<file path="config.mk">
export PLATFORM = sky130hd
export DESIGN_NAME = squeeze_feeder_flat
export DESIGN_NICKNAME = d
export VERILOG_FILES = /design/src/rtl/squeeze_feeder_if.sv /design/src/rtl/squeeze_feeder.sv /design/src/flat_wrapper.sv
export SDC_FILE = /design/constraint.sdc
export NUM_CORES = 1
export LEC_CHECK = 0
export ABC_CLOCK_PERIOD_IN_PS = 2500
export CAP_MARGIN = 20
export CORE_MARGIN = 4
export CORE_UTILIZATION = 45
export CTS_BUF_LIST = sky130_fd_sc_hd__clkbuf_2
export CTS_CLUSTER_SIZE = 24
export DETAILED_ROUTE_END_ITERATION = 10
export DONT_BUFFER_PORTS = 1
export GPL_ROUTABILITY_DRIVEN = 0
export SYNTH_ARGS = -nofsm -noshare
export SYNTH_HDL_FRONTEND = slang
export SYNTH_SLANG_ARGS = --single-unit
</file>
<file path="constraint.sdc">
create_clock -name clk -period 2.5 [get_ports clk]
set_input_delay 0.25 -clock clk [delete_from_list [all_inputs] [get_ports clk]]
set_output_delay 0.25 -clock clk [all_outputs]
set_load 0.005 [all_outputs]
</file>
<file path="src/rtl/squeeze_feeder_if.sv">
// Bundled control, memory-read and MAC-bus signals of the squeeze operand feeder.
`timescale 1ns/1ps
interface squeeze_feeder_if #(
  parameter int INPUT_MULTIPLICAND = 16,
  parameter int PADDR_W            = 14,
  parameter int KADDR_W            = 6
);
  logic                          start;
  logic                          busy;
  logic                          done;
  logic                          pix_rd_en;
  logic [PADDR_W-1:0]            pix_addr;
  logic [INPUT_MULTIPLICAND-1:0] pix_rdata;
  logic                          ker_rd_en;
  logic [KADDR_W-1:0]            ker_addr;
  logic [INPUT_MULTIPLICAND-1:0] ker_rdata;
  logic                          mac_rst;
  logic                          stop;
  logic [INPUT_MULTIPLICAND-1:0] pixel_in;
  logic [INPUT_MULTIPLICAND-1:0] kernel_in;
  logic                          result_valid;
  logic                          result_ready;

  modport master (
    input  start, pix_rdata, ker_rdata, result_ready,
    output busy, done, pix_rd_en, pix_addr, ker_rd_en, ker_addr,
           mac_rst, stop, pixel_in, kernel_in, result_valid
  );

  modport slave (
    output start, pix_rdata, ker_rdata, result_ready,
    input  busy, done, pix_rd_en, pix_addr, ker_rd_en, ker_addr,
           mac_rst, stop, pixel_in, kernel_in, result_valid
  );
endinterface

</file>
<file path="src/rtl/squeeze_feeder.sv">
// Operand sequencer for the squeeze MAC array: streams pixel/kernel pairs per
// output position, clears/gates the accumulators and flags final results.
`timescale 1ns/1ps
module squeeze_feeder #(
  parameter int INPUT_MULTIPLICAND = 16,
  parameter int CHANNELS           = 64,
  parameter int PIXELS             = 196,
  parameter int PADDR_W            = 14,
  parameter int KADDR_W            = 6,
  parameter int MAC_LAT            = 1
) (
  input  logic             clk,
  input  logic             rst,
  squeeze_feeder_if.master bus
);
  localparam int PIX_W     = (PIXELS > 1) ? $clog2(PIXELS) : 1;
  localparam int DRAIN_CYC = 2 + MAC_LAT;
  localparam int DRN_W     = $clog2(DRAIN_CYC + 1);
  localparam logic [KADDR_W-1:0] LAST_CH  = KADDR_W'(CHANNELS - 1);
  localparam logic [PIX_W-1:0]   LAST_PIX = PIX_W'(PIXELS - 1);
  localparam logic [DRN_W-1:0]   LAST_DRN = DRN_W'(DRAIN_CYC - 1);
  localparam logic [INPUT_MULTIPLICAND-1:0] NO_OPERAND = '0;

  typedef enum logic [2:0] {IDLE, CLEAR, FEED, DRAIN, RESULT} state_t;

  state_t                        state;
  logic [PIX_W-1:0]              pix;
  logic [DRN_W-1:0]              drain_cnt;
  logic [PADDR_W-1:0]            pix_addr;
  logic [KADDR_W-1:0]            ch;
  logic                          rd_q;
  logic [INPUT_MULTIPLICAND-1:0] pixel_q;
  logic [INPUT_MULTIPLICAND-1:0] kernel_q;

  assign bus.pix_addr  = pix_addr;
  assign bus.ker_addr  = ch;
  assign bus.pixel_in  = pixel_q;
  assign bus.kernel_in = kernel_q;

  // Pixel addresses are contiguous across positions, so the running address
  // only ever increments; it restarts at 0 when a new run begins.
  always_ff @(posedge clk) begin
    if (rst) begin
      state            <= IDLE;
      pix              <= '0;
      drain_cnt        <= '0;
      pix_addr         <= '0;
      ch               <= '0;
      bus.busy         <= 1'b0;
      bus.done         <= 1'b0;
      bus.pix_rd_en    <= 1'b0;
      bus.ker_rd_en    <= 1'b0;
      bus.mac_rst      <= 1'b0;
      bus.result_valid <= 1'b0;
    end else begin
      bus.done    <= 1'b0;
      bus.mac_rst <= 1'b0;
      case (state)
        IDLE: begin
          if (bus.start && !bus.done) begin
            state       <= CLEAR;
            pix         <= '0;
            bus.busy    <= 1'b1;
            bus.mac_rst <= 1'b1;
          end
        end
        CLEAR: begin
          state         <= FEED;
          ch            <= '0;
          pix_addr      <= (pix == '0) ? '0 : pix_addr + 1'b1;
          bus.pix_rd_en <= 1'b1;
          bus.ker_rd_en <= 1'b1;
        end
        FEED: begin
          if (ch == LAST_CH) begin
            state         <= DRAIN;
            drain_cnt     <= '0;
            bus.pix_rd_en <= 1'b0;
            bus.ker_rd_en <= 1'b0;
          end else begin
            ch       <= ch + 1'b1;
            pix_addr <= pix_addr + 1'b1;
          end
        end
        DRAIN: begin
          if (drain_cnt == LAST_DRN) begin
            state            <= RESULT;
            bus.result_valid <= 1'b1;
          end else begin
            drain_cnt <= drain_cnt + 1'b1;
          end
        end
        RESULT: begin
          if (bus.result_ready) begin
            bus.result_valid <= 1'b0;
            if (pix == LAST_PIX) begin
              state    <= IDLE;
              bus.busy <= 1'b0;
              bus.done <= 1'b1;
            end else begin
              state       <= CLEAR;
              pix         <= pix + 1'b1;
              bus.mac_rst <= 1'b1;
            end
          end
        end
        default: state <= IDLE;
      endcase
    end
  end

  // Read data arrives one cycle after the strobe; the delayed strobe marks
  // the cycle a valid pair is registered onto the bus and the MACs may add.
  always_ff @(posedge clk) begin
    if (rst) begin
      rd_q     <= 1'b0;
      bus.stop <= 1'b1;
      pixel_q  <= NO_OPERAND;
      kernel_q <= NO_OPERAND;
    end else begin
      rd_q     <= bus.pix_rd_en;
      bus.stop <= !rd_q;
      pixel_q  <= rd_q ? bus.pix_rdata : NO_OPERAND;
      kernel_q <= rd_q ? bus.ker_rdata : NO_OPERAND;
    end
  end
endmodule

</file>
<file path="src/flat_wrapper.sv">
// flat-port wrapper written by rule: the top's interface ports become plain ports
module squeeze_feeder_flat 
#(
  parameter int INPUT_MULTIPLICAND = 16,
  parameter int CHANNELS           = 64,
  parameter int PIXELS             = 196,
  parameter int PADDR_W            = 14,
  parameter int KADDR_W            = 6,
  parameter int MAC_LAT            = 1
)
  (clk, rst, bus_start, bus_pix_rdata, bus_ker_rdata, bus_result_ready, bus_busy, bus_done, bus_pix_rd_en, bus_pix_addr, bus_ker_rd_en, bus_ker_addr, bus_mac_rst, bus_stop, bus_pixel_in, bus_kernel_in, bus_result_valid);
  squeeze_feeder_if #(.INPUT_MULTIPLICAND(INPUT_MULTIPLICAND), .PADDR_W(PADDR_W), .KADDR_W(KADDR_W)) bus_i ();
  input  logic clk;
  input  logic rst;
  input wire logic [$bits(bus_i.start)-1:0] bus_start;
  input wire logic [$bits(bus_i.pix_rdata)-1:0] bus_pix_rdata;
  input wire logic [$bits(bus_i.ker_rdata)-1:0] bus_ker_rdata;
  input wire logic [$bits(bus_i.result_ready)-1:0] bus_result_ready;
  output wire logic [$bits(bus_i.busy)-1:0] bus_busy;
  output wire logic [$bits(bus_i.done)-1:0] bus_done;
  output wire logic [$bits(bus_i.pix_rd_en)-1:0] bus_pix_rd_en;
  output wire logic [$bits(bus_i.pix_addr)-1:0] bus_pix_addr;
  output wire logic [$bits(bus_i.ker_rd_en)-1:0] bus_ker_rd_en;
  output wire logic [$bits(bus_i.ker_addr)-1:0] bus_ker_addr;
  output wire logic [$bits(bus_i.mac_rst)-1:0] bus_mac_rst;
  output wire logic [$bits(bus_i.stop)-1:0] bus_stop;
  output wire logic [$bits(bus_i.pixel_in)-1:0] bus_pixel_in;
  output wire logic [$bits(bus_i.kernel_in)-1:0] bus_kernel_in;
  output wire logic [$bits(bus_i.result_valid)-1:0] bus_result_valid;
  assign bus_i.start = bus_start;
  assign bus_i.pix_rdata = bus_pix_rdata;
  assign bus_i.ker_rdata = bus_ker_rdata;
  assign bus_i.result_ready = bus_result_ready;
  assign bus_busy = bus_i.busy;
  assign bus_done = bus_i.done;
  assign bus_pix_rd_en = bus_i.pix_rd_en;
  assign bus_pix_addr = bus_i.pix_addr;
  assign bus_ker_rd_en = bus_i.ker_rd_en;
  assign bus_ker_addr = bus_i.ker_addr;
  assign bus_mac_rst = bus_i.mac_rst;
  assign bus_stop = bus_i.stop;
  assign bus_pixel_in = bus_i.pixel_in;
  assign bus_kernel_in = bus_i.kernel_in;
  assign bus_result_valid = bus_i.result_valid;
  squeeze_feeder #(.INPUT_MULTIPLICAND(INPUT_MULTIPLICAND), .CHANNELS(CHANNELS), .PIXELS(PIXELS), .PADDR_W(PADDR_W), .KADDR_W(KADDR_W), .MAC_LAT(MAC_LAT)) u_core (.clk(clk), .rst(rst), .bus(bus_i));
endmodule
</file>
[After elaboration in Yosys (flattened, before gate mapping)]
Index checks and enable logic that the tools add are counted.
Word-level totals
  input bits: 36
  word-level logic and storage cells: 86
  flip-flop bits (word level): 72
  output and inout bits: 59
Operators by class
  equal/unequal tests: 15
  reduce and logical (&&, ||, !) cells: 18
  bitwise operators: 3
  $add $sub $neg: 4
  muxes and demuxes: 32
Operators by type and width (count)
  14-bit 2-to-1 mux: 2
  14-bit case mux with 2 select lines: 1
  8-bit 2-to-1 mux: 3
  8-bit case mux with 2 select lines: 1
  3-bit case mux with 5 select lines: 1
  14-bit by 1-bit adder with 14-bit output (second input constant): 1
  3-bit 2-to-1 mux: 4
  6-bit case mux with 2 select lines: 1
  4-bit AND reduction: 3
  1-bit 2-to-1 mux: 11
  8-bit by 1-bit adder with 8-bit output (second input constant): 1
  8-bit equality test (second input constant): 1
  8-bit logical NOT: 1
  2-bit by 1-bit != test with 1-bit output (second input constant): 4
  2-bit != test (second input constant): 4
  1-bit case mux with 2 select lines: 4
  2-bit nonzero test: 4
  6-bit by 1-bit adder with 6-bit output (second input constant): 1
  3-bit by 2-bit equality test with 1-bit output (second input constant): 2
  6-bit equality test (second input constant): 1
  6-bit 2-to-1 mux: 1
  3-bit AND reduction: 2
  2-bit 2-to-1 mux: 2
  2-bit case mux with 2 select lines: 1
  other kinds (11): 15

[Depth between registers and ports, before layout]
  depth after elaboration: 4
  gate-level depth with buffers: 7
  depth with buffers taken out: 6

[Least setup slack after synthesis]
OpenSTA, ideal clock, no wires.
  kind: register to register
  from: register u_core.ch[0] (netlist: u_core.bus.ker_addr[0])
  to: register u_core.pix_addr[7] (netlist: u_core.bus.pix_addr[7])
  slack: 821 ps
  arrival: 1609 ps
  library setup time: 70 ps
  cell stages (with the launch flop): 6
  path buffers: 0
  cell sequence: dfxtp_1 > ha_1 > nand4b_1 > o211ai_2 > or4_2 > a21oi_1
On the way
  word-level cells in the longest chain between the ends: 3
RTL lines
  start: declaration: line squeeze_feeder.sv:30  | logic [KADDR_W-1:0] ch;
  start signal: assignment: line squeeze_feeder.sv:81  | ch <= ch + 1'b1;
  6-bit equality test: line squeeze_feeder.sv:75  | if (ch == LAST_CH) begin
  2-bit != test (no line)
  2-bit AND reduction (no line)
  end signal: assignment: line squeeze_feeder.sv:70  | pix_addr <= (pix == '0) ? '0 : pix_addr + 1'b1;
  end signal: assignment: line squeeze_feeder.sv:82  | pix_addr <= pix_addr + 1'b1;
  end: declaration: line squeeze_feeder.sv:29  | logic [PADDR_W-1:0] pix_addr;
No other way between the ends.
A chain may end at the register's enable or synchronous reset.

[Final worst setup path]
  from: register u_core.state[0]
  to: register u_core.pix_addr[8] (netlist: u_core.bus.pix_addr[8])
On the way
  word-level cells in the longest chain between the ends: 3
RTL lines
  start: declaration: line squeeze_feeder.sv:26  | state_t state;
  start signal: assignment: line squeeze_feeder.sv:44  | state <= IDLE;
  start signal: assignment: line squeeze_feeder.sv:61  | state <= CLEAR;
  start signal: assignment: line squeeze_feeder.sv:68  | state <= FEED;
  3-bit by 2-bit equality test with 1-bit output / 3-bit by 1-bit equality test with 1-bit output (equally long branches): line squeeze_feeder.sv:58  | case (state)
  2-bit != test (no line) / 2-bit nonzero test (equally long branches)
  2-bit AND reduction (no line)
Parallel ways exist; a longest one is shown, timed or not.

==> out/qor.txt <==
==========================================================================================
Die height                                                                         88.0 um
Final TNS setup                                                                       0 ns
Total nets after synthesis                                                             345
Full die area                                                                 0.00774 mm^2
Area fraction of the dominant cell type after synthesis                              50.1%
Initial antenna violation count                                                          0
Post-cts repair resize count                                                             0
Fraction of final layout cells with drive strength greater than 1                    9.30%
Remaining global-route overflow                                                          0
Detailed-route wire length per cell                                                15.5 um
Buffers & Inverters on Critical Path                                                     1
Slew at the pin with the worst max-slew slack                                     0.748 ns
WL final                                                                           6.48 mm
Yosys warning count                                                                      0
Number of sinks on the clock net                                                        72
Biggest area consumer among synthesized cells                                      dfxtp_1
Worst-Skew Late Latency                                                            0.51 ns
Time the final worst path needs with I/O delays and setup                          1.96 ns
Estimated wirelength of the detail-placed design                                   4.35 mm
Leading cell types in the layout, fill and taps excluded                      dfxtp_1 (72), and2_1 (35), dlygate4sd3_1 (34)
Die outline width                                                                  88.0 um
Total vias in the final route                                                         2356
Drt first pass iters                                                                     4
Number of routed nets with antenna violations                                            0
# Post-CTS Setup Buffers                                                                 0
CTS H-tree lvls                                                                          3
Unrepaired setup endpoints after global routing                                      false
FF+latch count, synth                                                                   72
Number of hold violations in the final report                                            0
Placement Rows                                                                          28
Number of flops mapped to enable cells by yosys                                          0
Crit-path slowest cell                                                             dfxtp_1
Type of the setup path with the least slack                                   flip-flop to flip-flop
Final Max Slew Viols                                                                     0
Data arrival time of the critical path                                             2.40 ns
Maximum fanout along the worst path                                                     18
Total power per unit cell area                                                 626 mW/mm^2
Main area contributors after synthesis                                        dfxtp_1 (50%), and2_1 (7.6%), a21oi_1 (4.0%)
Area delta synth->final                                                              17.9%
Clock edge transition at the registers on the reported setup and hold paths        0.23 ns
Classification of the worst-slack hold path                                   primary input to flip-flop
Data required time of the worst path                                               2.94 ns
Count of different cell masters after synthesis                                         49
Share of synthesized flip-flops with an asynchronous set or reset                       0%
Post-synthesis instance area                                                  0.00288 mm^2
Number of hold buffers added after cts                                                  34
Synth Instances                                                                        304
Number of buffers created by CTS                                                         9
Final Cell Area                                                               0.00339 mm^2
Most common library cell in the layout ignoring fill and taps                      dfxtp_1
Core region area                                                              0.00606 mm^2
Starting DRT DRC Count                                                                 135
Cell family with the largest share of critical-path delay                       flip-flops
Fin crit share                                                                       78.5%
GRT Util Overall                                                                     17.2%
Clock tree from TritonCTS                                                            built
Vias/cell                                                                             5.62
Switching part of the total                                                          28.5%
Net switching component of the power                                              0.605 mW
Max-slew headroom at the worst pin                                                   49.9%
Ordered cell list for the critical path                                       xor2_1 > o211ai_2 > buf_4 > or4_1 > a21oi_1
Post-layout net count                                                                  380
Number of maximum-capacitance violations                                                 0
IR drop worst, VDD                                                                  379 uV
Internal Pwr Total                                                                 1.52 mW
Number of global-route vias before repair                                             2096
Clock skew                                                                       0.0368 ns
Crit path largest cell delay                                                       0.62 ns
Sequential fraction of design power                                                  57.0%
Status                                                                        complete, no violations
Part of the Yosys area used for sequential elements                                  50.1%
Gate power share                                                                      9.1%
Count of unresolved DRC violations after routing                                         0
Global-route wire length before repair                                             10.4 mm
Port-buffer cells                                                                        0
Post-route worst setup slack                                                      0.538 ns
Most instantiated flip-flop cell in the synthesis netlist                          dfxtp_1
Initial core utilization                                                             47.5%
Post-Syn Area per Cell                                                           9.47 um^2
Minimum setup slack after placement                                               0.597 ns
Final-report setup violation count                                                       0
I/O pin cnt                                                                             95
Placed cells                                                                           369
Largest net degree at the start of global routing                                       21
Reported leakage power                                                             1.23 nW
Clock network power share                                                            33.9%
Fmax                                                                             0.510 GHz
Number of standard cells in the final layout excluding fillers                         419
Setup crit start kind                                                            flip-flop
Clock root buffer master                                                          clkbuf_2
Endpoint kind of the worst setup timing path                                     flip-flop
Antenna diodes                                                                           0
Dpl cell area                                                                 0.00292 mm^2
CTS max path bufs                                                                        2
==========================================================================================
cells in the mapped netlist (2+ instances only):
master / instances
ha_1: 5
nand2_1: 12
nor4_1: 2
dfxtp_1: 72
nor2b_1: 3
nor3b_1: 3
nand2b_1: 2
buf_6: 2
inv_1: 12
o21ai_0: 9
a21oi_1: 23
o2111ai_1: 3
nand3_1: 11
or4_1: 14
a31oi_1: 5
o31ai_1: 11
a31o_2: 2
or2_2: 2
buf_4: 3
xor2_1: 3
nor2_1: 16
nor3_1: 5
o211ai_1: 4
clkbuf_1: 6
and2_1: 35
buf_2: 4
and3_1: 3
or3_1: 7
nand4_1: 5
area by class of cell:
class	instances	area (um^2)
Sequential cell	72	1440
Clock buffer	9	45.0
Timing Repair Buffer	39	378
Tap cell	75	93.8
Inverter	12	45.0
Multi-Input combinational cell	205	1300
Clock inverter	7	85.1
Fill cell	535	2670
registers in the layout, indices dropped and copies added, names as in the netlist:
name                     cells
u_core.rd_q                  1
u_core.pix                   8
u_core.bus.pixel_in         16
u_core.bus.busy              1
u_core.bus.ker_addr          6
u_core.bus.pix_addr         14
u_core.bus.stop              1
u_core.bus.done              1
u_core.bus.result_valid      1
u_core.bus.mac_rst           1
u_core.state                 3
u_core.drain_cnt             2
u_core.bus.kernel_in        16
u_core.bus.ker_rd_en         1
worst paths after layout:
kind | startpoint | end | slack [ns] | cells after the start
min reg2reg | u_core.drain_cnt[0] | u_core.drain_cnt[0] | 0.49 | 2
min | bus_start | u_core.bus.busy | 0.08 | 3
max reg2reg | u_core.state[0] | u_core.bus.pix_addr[8] | 0.54 | 5
max | u_core.state[0] | u_core.bus.pix_addr[8] | 0.54 | 5
stage by stage:
stage                     hold WS, ns  utilization (%)  total power, mW
after floorplan                 0.367                -             1.36
after global placement          0.326             48.2             1.38
after detailed placement        0.328             48.2             1.38
after CTS                      0.0120             56.0             2.14
after global routing           0.0419             56.0             2.22
final                          0.0754             56.0             2.12
cells by family (layout without fill, tap and decap cells):
kind of cell | after synthesis | count (layout) | synth area share (%)
xor gates and xnor gates | 3 | 3 | 0.913
buffers and inverters | 27 | 67 | 4.61
and+or+nand+nor | 129 | 129 | 26.7
DFF | 72 | 72 | 50.1
adders and majority gates | 5 | 5 | 2.17
AOI/OAI and AO/OA | 68 | 68 | 15.6
power by group through the flow:
| stage | combinational (mW) | clock, mW | sequential (mW) |
|---|---|---|---|
| after global placement | 0.144 | 0 | 1.23 |
| after floorplan | 0.138 | 0 | 1.22 |
| after global routing | 0.216 | 0.787 | 1.22 |
| after CTS | 0.191 | 0.742 | 1.21 |
| after detailed placement | 0.145 | 0 | 1.23 |
| final | 0.192 | 0.721 | 1.21 |
worst reg2reg max path, delay by kind of cell (launching register included):
kind	cells	cell delay, ns
buffers and inverters	1	0.24
and+or+nand+nor	1	0.51
DFF	1	0.62
AOI/OAI and AO/OA	2	0.33
xor gates and xnor gates	1	0.21
metal layers:
metal,track usage [%],wire [um],vias up
met5,0,0,-
met4,7.53,111,0
met3,7.15,520,11
met2,26.3,3040,80
met1,21.3,2810,1085
li1,-,-,1180
Power figures use the tool's default switching activity.
